<file path="config.mk">
export PLATFORM = sky130hd
export DESIGN_NAME = pipe_ctrl_unit
export DESIGN_NICKNAME = d
export VERILOG_FILES = /design/src/rtl/pipe_ctrl_pkg.sv /design/src/rtl/pipe_ctrl_unit_decode.sv /design/src/rtl/pipe_ctrl_unit.sv
export SDC_FILE = /design/constraint.sdc
export NUM_CORES = 1
export LEC_CHECK = 0
export CORE_UTILIZATION = 48
export DETAILED_ROUTE_END_ITERATION = 6
export GPL_ROUTABILITY_DRIVEN = 1
export PLACE_DENSITY = 0.8
export SLEW_MARGIN = 20
export SYNTH_ARGS = -nofsm -noshare
export SYNTH_HDL_FRONTEND = slang
export SYNTH_SLANG_ARGS = --single-unit
</file>
<file path="constraint.sdc">
create_clock -name clk -period 3.1 [get_ports clk]
set_input_delay 0.465 -clock clk [delete_from_list [all_inputs] [get_ports clk]]
set_output_delay 0.465 -clock clk [all_outputs]
set_load 0.01 [all_outputs]
</file>
<file path="src/rtl/pipe_ctrl_pkg.sv">
// -----------------------------------------------------------------------------
// pipe_ctrl_pkg
// Shared definitions for the pipelined control unit:
//   - RV32 base opcodes handled by the decoder
//   - ALU control codes and forwarding select codes
//   - control bundle carried through ID/EX, plus the trimmed MEM and WB
//     stage records carried through EX/MEM and MEM/WB
//   - small helpers for ALU-op selection and hazard source matching
// -----------------------------------------------------------------------------
package pipe_ctrl_pkg;

    localparam int CTRL_REG_AW = 5;
    localparam int CTRL_ALU_W  = 4;

    localparam logic [6:0] OPC_RTYPE  = 7'b0110011;
    localparam logic [6:0] OPC_LOAD   = 7'b0000011;
    localparam logic [6:0] OPC_OPIMM  = 7'b0010011;
    localparam logic [6:0] OPC_JALR   = 7'b1100111;
    localparam logic [6:0] OPC_STORE  = 7'b0100011;
    localparam logic [6:0] OPC_BRANCH = 7'b1100011;
    localparam logic [6:0] OPC_JAL    = 7'b1101111;
    localparam logic [6:0] OPC_LUI    = 7'b0110111;
    localparam logic [6:0] OPC_AUIPC  = 7'b0010111;

    localparam logic [CTRL_ALU_W-1:0] ALU_AND    = 4'b0000;
    localparam logic [CTRL_ALU_W-1:0] ALU_OR     = 4'b0001;
    localparam logic [CTRL_ALU_W-1:0] ALU_ADD    = 4'b0010;
    localparam logic [CTRL_ALU_W-1:0] ALU_SLL    = 4'b0011;
    localparam logic [CTRL_ALU_W-1:0] ALU_SLT    = 4'b0100;
    localparam logic [CTRL_ALU_W-1:0] ALU_SLTU   = 4'b0101;
    localparam logic [CTRL_ALU_W-1:0] ALU_SUB    = 4'b0110;
    localparam logic [CTRL_ALU_W-1:0] ALU_SRL    = 4'b0111;
    localparam logic [CTRL_ALU_W-1:0] ALU_SRA    = 4'b1000;
    localparam logic [CTRL_ALU_W-1:0] ALU_PASS_B = 4'b1001;

    localparam logic [1:0] FWD_NONE = 2'b00;
    localparam logic [1:0] FWD_WB   = 2'b01;
    localparam logic [1:0] FWD_MEM  = 2'b10;

    typedef struct packed {
        logic [CTRL_ALU_W-1:0]  alu_ctrl;
        logic                   alu_src;
        logic                   branch;
        logic                   jump;
        logic                   jump_return;
        logic                   as_byte;
        logic                   as_unsigned;
        logic [2:0]             b_type;
        logic                   mem_read;
        logic                   mem_write;
        logic                   reg_write;
        logic                   mem_to_reg;
        logic [CTRL_REG_AW-1:0] rd;
        logic [CTRL_REG_AW-1:0] rs1;
        logic [CTRL_REG_AW-1:0] rs2;
    } ctrl_bundle_t;

    typedef struct packed {
        logic                   mem_read;
        logic                   mem_write;
        logic                   reg_write;
        logic                   mem_to_reg;
        logic [CTRL_REG_AW-1:0] rd;
    } mem_stage_t;

    typedef struct packed {
        logic                   reg_write;
        logic                   mem_to_reg;
        logic [CTRL_REG_AW-1:0] rd;
    } wb_stage_t;

    localparam ctrl_bundle_t CTRL_BUBBLE = '0;
    localparam mem_stage_t   MEM_BUBBLE  = '0;
    localparam wb_stage_t    WB_BUBBLE   = '0;

    // ALU op from funct3/funct7[5]. Only register-register ops may select SUB;
    // OP-IMM has no subtract, but its shifts still honour funct7[5] (srai).
    // The ALU has no XOR code, so xor/xori fall back to ADD.
    function automatic logic [CTRL_ALU_W-1:0] alu_decode(
        input logic [2:0] funct3,
        input logic       funct7_b5,
        input logic       is_reg
    );
        logic [CTRL_ALU_W-1:0] op;
        case (funct3)
            3'b000:  op = (is_reg && funct7_b5) ? ALU_SUB : ALU_ADD;
            3'b001:  op = ALU_SLL;
            3'b010:  op = ALU_SLT;
            3'b011:  op = ALU_SLTU;
            3'b101:  op = funct7_b5 ? ALU_SRA : ALU_SRL;
            3'b110:  op = ALU_OR;
            3'b111:  op = ALU_AND;
            default: op = ALU_ADD;
        endcase
        return op;
    endfunction

    // True when a non-zero destination matches any source the ID instruction
    // actually reads.
    function automatic logic src_hit(
        input logic [CTRL_REG_AW-1:0] rd,
        input logic [CTRL_REG_AW-1:0] rs1,
        input logic [CTRL_REG_AW-1:0] rs2,
        input logic                   rs1_used,
        input logic                   rs2_used
    );
        return (rd != '0) && ((rs1_used && (rd == rs1)) || (rs2_used && (rd == rs2)));
    endfunction

    function automatic mem_stage_t to_mem(input ctrl_bundle_t b);
        mem_stage_t m;
        m.mem_read   = b.mem_read;
        m.mem_write  = b.mem_write;
        m.reg_write  = b.reg_write;
        m.mem_to_reg = b.mem_to_reg;
        m.rd         = b.rd;
        return m;
    endfunction

    function automatic wb_stage_t to_wb(input mem_stage_t m);
        wb_stage_t w;
        w.reg_write  = m.reg_write;
        w.mem_to_reg = m.mem_to_reg;
        w.rd         = m.rd;
        return w;
    endfunction

endpackage

</file>
<file path="src/rtl/pipe_ctrl_unit_decode.sv">
// -----------------------------------------------------------------------------
// ctrl_decode
// Purely combinational ID-stage decode of one instruction into a control
// bundle plus rs1/rs2 "used" flags for hazard detection.
//   instr        in   32  instruction held in IF/ID
//   instr_valid  in   1   0 forces a bubble
//   bundle       out  ctrl_bundle_t  decoded controls; rd/rs fields are zeroed
//                     when the instruction does not write/read them
//   rs1_used     out  1   instruction reads rs1
//   rs2_used     out  1   instruction reads rs2
// -----------------------------------------------------------------------------
module ctrl_decode
    import pipe_ctrl_pkg::*;
(
    input  logic [31:0]  instr,
    input  logic         instr_valid,
    output ctrl_bundle_t bundle,
    output logic         rs1_used,
    output logic         rs2_used
);

    logic [6:0] opcode;
    logic [2:0] funct3;
    logic       funct7_b5;

    assign opcode    = instr[6:0];
    assign funct3    = instr[14:12];
    assign funct7_b5 = instr[30];

    // Remaining funct7/immediate bits carry no control information.
    logic unused_instr_bits;
    assign unused_instr_bits = ^{instr[31], instr[29:25]};

    always_comb begin
        bundle   = CTRL_BUBBLE;
        rs1_used = 1'b0;
        rs2_used = 1'b0;

        if (instr_valid) begin
            case (opcode)
                OPC_RTYPE: begin
                    bundle.alu_ctrl  = alu_decode(funct3, funct7_b5, 1'b1);
                    bundle.reg_write = 1'b1;
                    rs1_used         = 1'b1;
                    rs2_used         = 1'b1;
                end
                OPC_OPIMM: begin
                    bundle.alu_ctrl  = alu_decode(funct3, funct7_b5, 1'b0);
                    bundle.alu_src   = 1'b1;
                    bundle.reg_write = 1'b1;
                    rs1_used         = 1'b1;
                end
                OPC_LOAD: begin
                    bundle.alu_ctrl    = ALU_ADD;
                    bundle.alu_src     = 1'b1;
                    bundle.mem_read    = 1'b1;
                    bundle.reg_write   = 1'b1;
                    bundle.mem_to_reg  = 1'b1;
                    bundle.as_byte     = (funct3[1:0] == 2'b00);
                    bundle.as_unsigned = funct3[2];
                    rs1_used           = 1'b1;
                end
                OPC_STORE: begin
                    bundle.alu_ctrl  = ALU_ADD;
                    bundle.alu_src   = 1'b1;
                    bundle.mem_write = 1'b1;
                    bundle.as_byte   = (funct3[1:0] == 2'b00);
                    rs1_used         = 1'b1;
                    rs2_used         = 1'b1;
                end
                OPC_BRANCH: begin
                    bundle.alu_ctrl = ALU_SUB;
                    bundle.branch   = 1'b1;
                    bundle.b_type   = funct3;
                    rs1_used        = 1'b1;
                    rs2_used        = 1'b1;
                end
                OPC_JAL: begin
                    bundle.alu_ctrl  = ALU_ADD;
                    bundle.jump      = 1'b1;
                    bundle.reg_write = 1'b1;
                end
                OPC_JALR: begin
                    bundle.alu_ctrl    = ALU_ADD;
                    bundle.alu_src     = 1'b1;
                    bundle.jump        = 1'b1;
                    bundle.jump_return = 1'b1;
                    bundle.reg_write   = 1'b1;
                    rs1_used           = 1'b1;
                end
                OPC_LUI: begin
                    bundle.alu_ctrl  = ALU_PASS_B;
                    bundle.alu_src   = 1'b1;
                    bundle.reg_write = 1'b1;
                end
                OPC_AUIPC: begin
                    bundle.alu_ctrl  = ALU_ADD;
                    bundle.alu_src   = 1'b1;
                    bundle.reg_write = 1'b1;
                end
                default: begin
                    bundle = CTRL_BUBBLE;
                end
            endcase
        end

        // Zeroed address fields keep hazard and forwarding compares honest
        // for operands the instruction never touches.
        bundle.rd  = bundle.reg_write ? instr[11:7]  : '0;
        bundle.rs1 = rs1_used         ? instr[19:15] : '0;
        bundle.rs2 = rs2_used         ? instr[24:20] : '0;
    end

endmodule

</file>
<file path="src/rtl/pipe_ctrl_unit.sv">
// -----------------------------------------------------------------------------
// pipe_ctrl_unit
// Pipelined control: decodes the ID instruction, carries its controls through
// ID/EX, EX/MEM and MEM/WB, raises hazard stalls and inserts bubbles.
// Build option: PIPE_CTRL_FWD_EN
//   defined   - fwd_a/fwd_b select EX/MEM or MEM/WB results; only load-use
//               stalls
//   undefined - forwarding tied off; any RAW against ID/EX or EX/MEM stalls
// Ports:
//   clk, rst_n            clock, async active-low reset
//   instr, instr_valid    IF/ID instruction and its valid
//   stall_ext             external hold, freezes all control stages
//   flush                 squash ID (taken branch/jump in EX)
//   hazard_stall          hold PC and IF/ID this cycle
//   ex_*                  ID/EX controls for the EX stage
//   mem_read/mem_write/mem_rd     EX/MEM controls
//   wb_reg_write/wb_mem_to_reg/wb_rd  MEM/WB controls
//   fwd_a, fwd_b          00 regfile, 01 WB value, 10 MEM value
// -----------------------------------------------------------------------------
module pipe_ctrl_unit
    import pipe_ctrl_pkg::*;
#(
    parameter int XLEN      = 32,
    parameter int REG_AW    = CTRL_REG_AW,
    parameter int ALUCTRL_W = CTRL_ALU_W
) (
    input  logic                 clk,
    input  logic                 rst_n,
    input  logic [31:0]          instr,
    input  logic                 instr_valid,
    input  logic                 stall_ext,
    input  logic                 flush,
    output logic                 hazard_stall,
    output logic [ALUCTRL_W-1:0] ex_alu_ctrl,
    output logic                 ex_alu_src,
    output logic                 ex_branch,
    output logic                 ex_jump,
    output logic                 ex_jump_return,
    output logic                 ex_as_byte,
    output logic                 ex_as_unsigned,
    output logic [2:0]           ex_b_type,
    output logic [REG_AW-1:0]    ex_rs1,
    output logic [REG_AW-1:0]    ex_rs2,
    output logic                 mem_read,
    output logic                 mem_write,
    output logic [REG_AW-1:0]    mem_rd,
    output logic                 wb_reg_write,
    output logic                 wb_mem_to_reg,
    output logic [REG_AW-1:0]    wb_rd,
    output logic [1:0]           fwd_a,
    output logic [1:0]           fwd_b
);

    if (!(XLEN == 32 || XLEN == 64)) begin : g_xlen_bad
        $error("pipe_ctrl_unit: XLEN must be 32 or 64");
    end

    ctrl_bundle_t id_bundle;
    logic         id_rs1_used;
    logic         id_rs2_used;

    ctrl_bundle_t idex_q;
    mem_stage_t   exmem_q;
    wb_stage_t    memwb_q;

    logic load_use;
    logic hazard;

    ctrl_decode u_decode (
        .instr       (instr),
        .instr_valid (instr_valid),
        .bundle      (id_bundle),
        .rs1_used    (id_rs1_used),
        .rs2_used    (id_rs2_used)
    );

    assign load_use = idex_q.mem_read &&
                      src_hit(idex_q.rd, id_bundle.rs1, id_bundle.rs2,
                              id_rs1_used, id_rs2_used);

`ifdef PIPE_CTRL_FWD_EN
    assign hazard = load_use;
`else
    // Without forwarding, results are only visible once they leave MEM/WB
    // (write-before-read), so producers in ID/EX and EX/MEM must be waited on.
    assign hazard = load_use ||
                    (idex_q.reg_write &&
                     src_hit(idex_q.rd, id_bundle.rs1, id_bundle.rs2,
                             id_rs1_used, id_rs2_used)) ||
                    (exmem_q.reg_write &&
                     src_hit(exmem_q.rd, id_bundle.rs1, id_bundle.rs2,
                             id_rs1_used, id_rs2_used));
`endif

    // A flush discards the ID instruction anyway, so it cancels any stall.
    assign hazard_stall = stall_ext || (!flush && hazard);

    always_ff @(posedge clk or negedge rst_n) begin
        if (!rst_n) begin
            idex_q  <= CTRL_BUBBLE;
            exmem_q <= MEM_BUBBLE;
            memwb_q <= WB_BUBBLE;
        end else if (!stall_ext) begin
            exmem_q <= to_mem(idex_q);
            memwb_q <= to_wb(exmem_q);
            if (flush || hazard) begin
                idex_q <= CTRL_BUBBLE;
            end else begin
                idex_q <= id_bundle;
            end
        end
    end

`ifdef PIPE_CTRL_FWD_EN
    always_comb begin
        fwd_a = FWD_NONE;
        if (exmem_q.reg_write && (exmem_q.rd != '0) && (exmem_q.rd == idex_q.rs1)) begin
            fwd_a = FWD_MEM;
        end else if (memwb_q.reg_write && (memwb_q.rd != '0) && (memwb_q.rd == idex_q.rs1)) begin
            fwd_a = FWD_WB;
        end
    end

    always_comb begin
        fwd_b = FWD_NONE;
        if (exmem_q.reg_write && (exmem_q.rd != '0) && (exmem_q.rd == idex_q.rs2)) begin
            fwd_b = FWD_MEM;
        end else if (memwb_q.reg_write && (memwb_q.rd != '0) && (memwb_q.rd == idex_q.rs2)) begin
            fwd_b = FWD_WB;
        end
    end
`else
    assign fwd_a = FWD_NONE;
    assign fwd_b = FWD_NONE;
`endif

    assign ex_alu_ctrl    = idex_q.alu_ctrl;
    assign ex_alu_src     = idex_q.alu_src;
    assign ex_branch      = idex_q.branch;
    assign ex_jump        = idex_q.jump;
    assign ex_jump_return = idex_q.jump_return;
    assign ex_as_byte     = idex_q.as_byte;
    assign ex_as_unsigned = idex_q.as_unsigned;
    assign ex_b_type      = idex_q.b_type;
    assign ex_rs1         = idex_q.rs1;
    assign ex_rs2         = idex_q.rs2;

    assign mem_read  = exmem_q.mem_read;
    assign mem_write = exmem_q.mem_write;
    assign mem_rd    = exmem_q.rd;

    assign wb_reg_write  = memwb_q.reg_write;
    assign wb_mem_to_reg = memwb_q.mem_to_reg;
    assign wb_rd         = memwb_q.rd;

endmodule

</file>
==> results.md <==
* Fillers at 447
* Clock skew at 0.00551 ns
* Outcome: finished clean
* # IOs at 79
* Dominant synthesized flop cell: dfrtp_1
* Async S/R FF share, synth at 1.00
* Die W at 76.7 um
* Initial antenna violation count at 0
* Clock tree buffer depth at 2
* Worst Max-Slew Pin Slew at 0.798 ns
* Vias in the first global route at 2135
* Pre-Repair DR Iteration Count at 4
* Crit path DAT at 2.26 ns
* Routed WL at 6190 um
* CP Buf/Inv Count at 1
* H-tree Lvls at 2
* Slowest CP cell: or4_4
* Min Tclk post-route at 2.73 ns
* Slowest stage delay, CP at 0.56 ns
* DIE AREA at 5880 um2
* Residual DRC at 0
* GRT Util Overall at 0.229
* CTS sink cnt at 46
* Worst VDD drop at 0.000283 V
* Startpoint Class: flip-flop
* DP Wirelength at 4550 um
* Avg Inst Size Synth at 9.33 um2
* CTS tree: done
* Crit-path leading delay family: compound AO/OA/AOI/OAI gates
* Final WS setup at 0.370 ns
* Fin crit share at 0.881
* Total Nets Final at 374
* Final hold violations at 0
* Clock latency at the later pin of the worst-skew pair at 0.30 ns
* Largest net degree at the start of global routing at 47
* Mapped Area at 2680 um2
* Post-synth EDFFs at 0
* Clk root buf: clkbuf_8
* Share of layout cells above drive strength 1 at 0.133
* Chip height at 76.7 um
* Slew margin rel. at 0.468
* CP endpoint kind: output pin
* Crit path kind: flip-flop to output pin
* Setup Viol. Count Final at 0
* Area share of the largest cell type after synthesis at 0.430
* Seq. cell area at 1150 um2
* Fmax at 366 MHz
* Power Density at 355 nW/um2
* DR vias at 2242
* Most frequent cells in the layout: clkdlybuf4s50_1 (65), dfrtp_1 (46), nand2_1 (41)
* Top reg by flops: idex_q
* Synth area leaders: dfrtp_1 (43%), buf_4 (7.6%), mux2_2 (6.3%), nand2_1 (5.8%), o21ai_1 (5.6%)
* P&R area growth vs syn at 27.6%
* Cts bufs inserted at 5
* Final hold slack at 0.146 ns
* Ys Warns at 0
* Core ar. at 5240 um2
* Initial Util at 0.511
* Worst-path maximum fanout at 6
* CP cell instances: or4_4, o21ai_4, nor4b_2, a211o_2, a2bb2oi_1, dlymetal6s2s_1
* Leakage at 0.00144 uW
* Dpl ws at 0.0258 ns
* Syn Inst Count at 287
* Fin. max-slew vios at 0
* Ant. Diodes at 0
* Global-route wire length before repair at 10700 um
* Flops & latches, synth at 46
* Max reg flops at 8
* Min-delay worst type: primary input to async pin
* Yosys cell types at 44
* RSZ-0062 raised after global routing: false
* Vias per cell at 5.50
* Number of max-cap violations at 0
* Multi-input logic area at 1270 um2
* Worst EP required at 2.63 ns
* TNS Setup at 0 ns
* Final antenna-violating net count at 0
* GPL Wtd Cong at 0.870
* Initial detailed-routing violation count at 134
* Register area share after synthesis at 0.430
* Leading cell type in the layout, fill and taps excluded: clkdlybuf4s50_1
* I/O Buffers at 68
* GRT overflow at 0
* WL/cell at 15.2 um
* Leading area contributor after synthesis: dfrtp_1
* Clock Pin Slew Worst Setup and Hold Paths at 0.08 ns
* Row count at 26
* Setup bufs post-CTS at 0
final timing paths:
kind	from	end	slack [ns]	cells after the start
max in group asynchronous	rst_n	ex_rs2[1]$_DFFE_PN0N_	2.57	1
worst max-delay path	mem_rd[2]$_DFFE_PN0N_	hazard_stall	0.37	6
worst min register to register	ex_rs2[3]$_DFFE_PN0N_	ex_rs2[3]$_DFFE_PN0N_	0.49	2
min in group clk	ex_rs2[3]$_DFFE_PN0N_	ex_rs2[3]$_DFFE_PN0N_	0.49	2
worst max register to register	mem_rd[2]$_DFFE_PN0N_	ex_alu_ctrl[3]$_DFFE_PN0N_	0.65	5
worst min-delay path	rst_n	wb_rd[3]$_DFFE_PN0N_	0.15	1
synth_stat cells (2+ instances only):
master,n
a21oi_1,2
and2_1,3
and3_1,3
buf_2,6
buf_4,27
clkbuf_1,9
dfrtp_1,46
inv_1,2
mux2_2,15
nand2_1,41
nand3_1,19
nand4_1,7
nor2_1,9
nor2b_1,5
nor3_1,5
nor4_1,2
nor4b_1,3
o211ai_1,3
o21ai_1,30
o41ai_2,2
or4_1,7
xnor2_1,15
xor2_1,5
repair_timing:
action,in CTS,in global routing
resized for setup,0,5
hold buffers,0,0
endpoints found under the setup margin,0,1
where the power goes:
group | total (uW) | internal [uW] | switching (uW)
combinational | 161 | 75.8 | 84.7
clock | 445 | 240 | 205
sequential | 606 | 603 | 3.54
total | 1210 | 919 | 293
per-layer routing:
metal  wire, um  vias to the layer above  global-route usage
met1       2770                     1067               0.311
li1           -                     1089                   -
met2       3050                       78               0.369
met4         93                        0              0.0788
met3        279                        8              0.0405
met5          0                        -                   0
cell type report:
| class | count | area share |
|---|---|---|
| well taps | 70 | 0.0256 |
| clock buffers | 6 | 0.0212 |
| repair buffers | 82 | 0.231 |
| clock inverters | 2 | 0.0110 |
| multi-input cells | 200 | 0.372 |
| flip-flops and latches | 46 | 0.337 |
| inverters | 2 | 0.00220 |
metrics by stage:
step                utilization  cell area [um2]  power [uW]  std cells
floorplan                     -             2690         693        290
global placement          0.628             3290         774        400
detailed placement        0.628             3290         777        400
CTS                       0.649             3400        1220        408
global route              0.652             3420        1260        408
finish                    0.652             3420        1210        408
cell families after synthesis:
kind of cell,after synthesis,share of synthesized area
AOI/OAI and AO/OA,51,0.126
xor gates and xnor gates,20,0.0655
buffers and inverters,44,0.102
DFF,46,0.430
muxes,15,0.0631
other,1,0.00140
and+or+nand+nor,110,0.211
(Power assumes the default switching activity.)
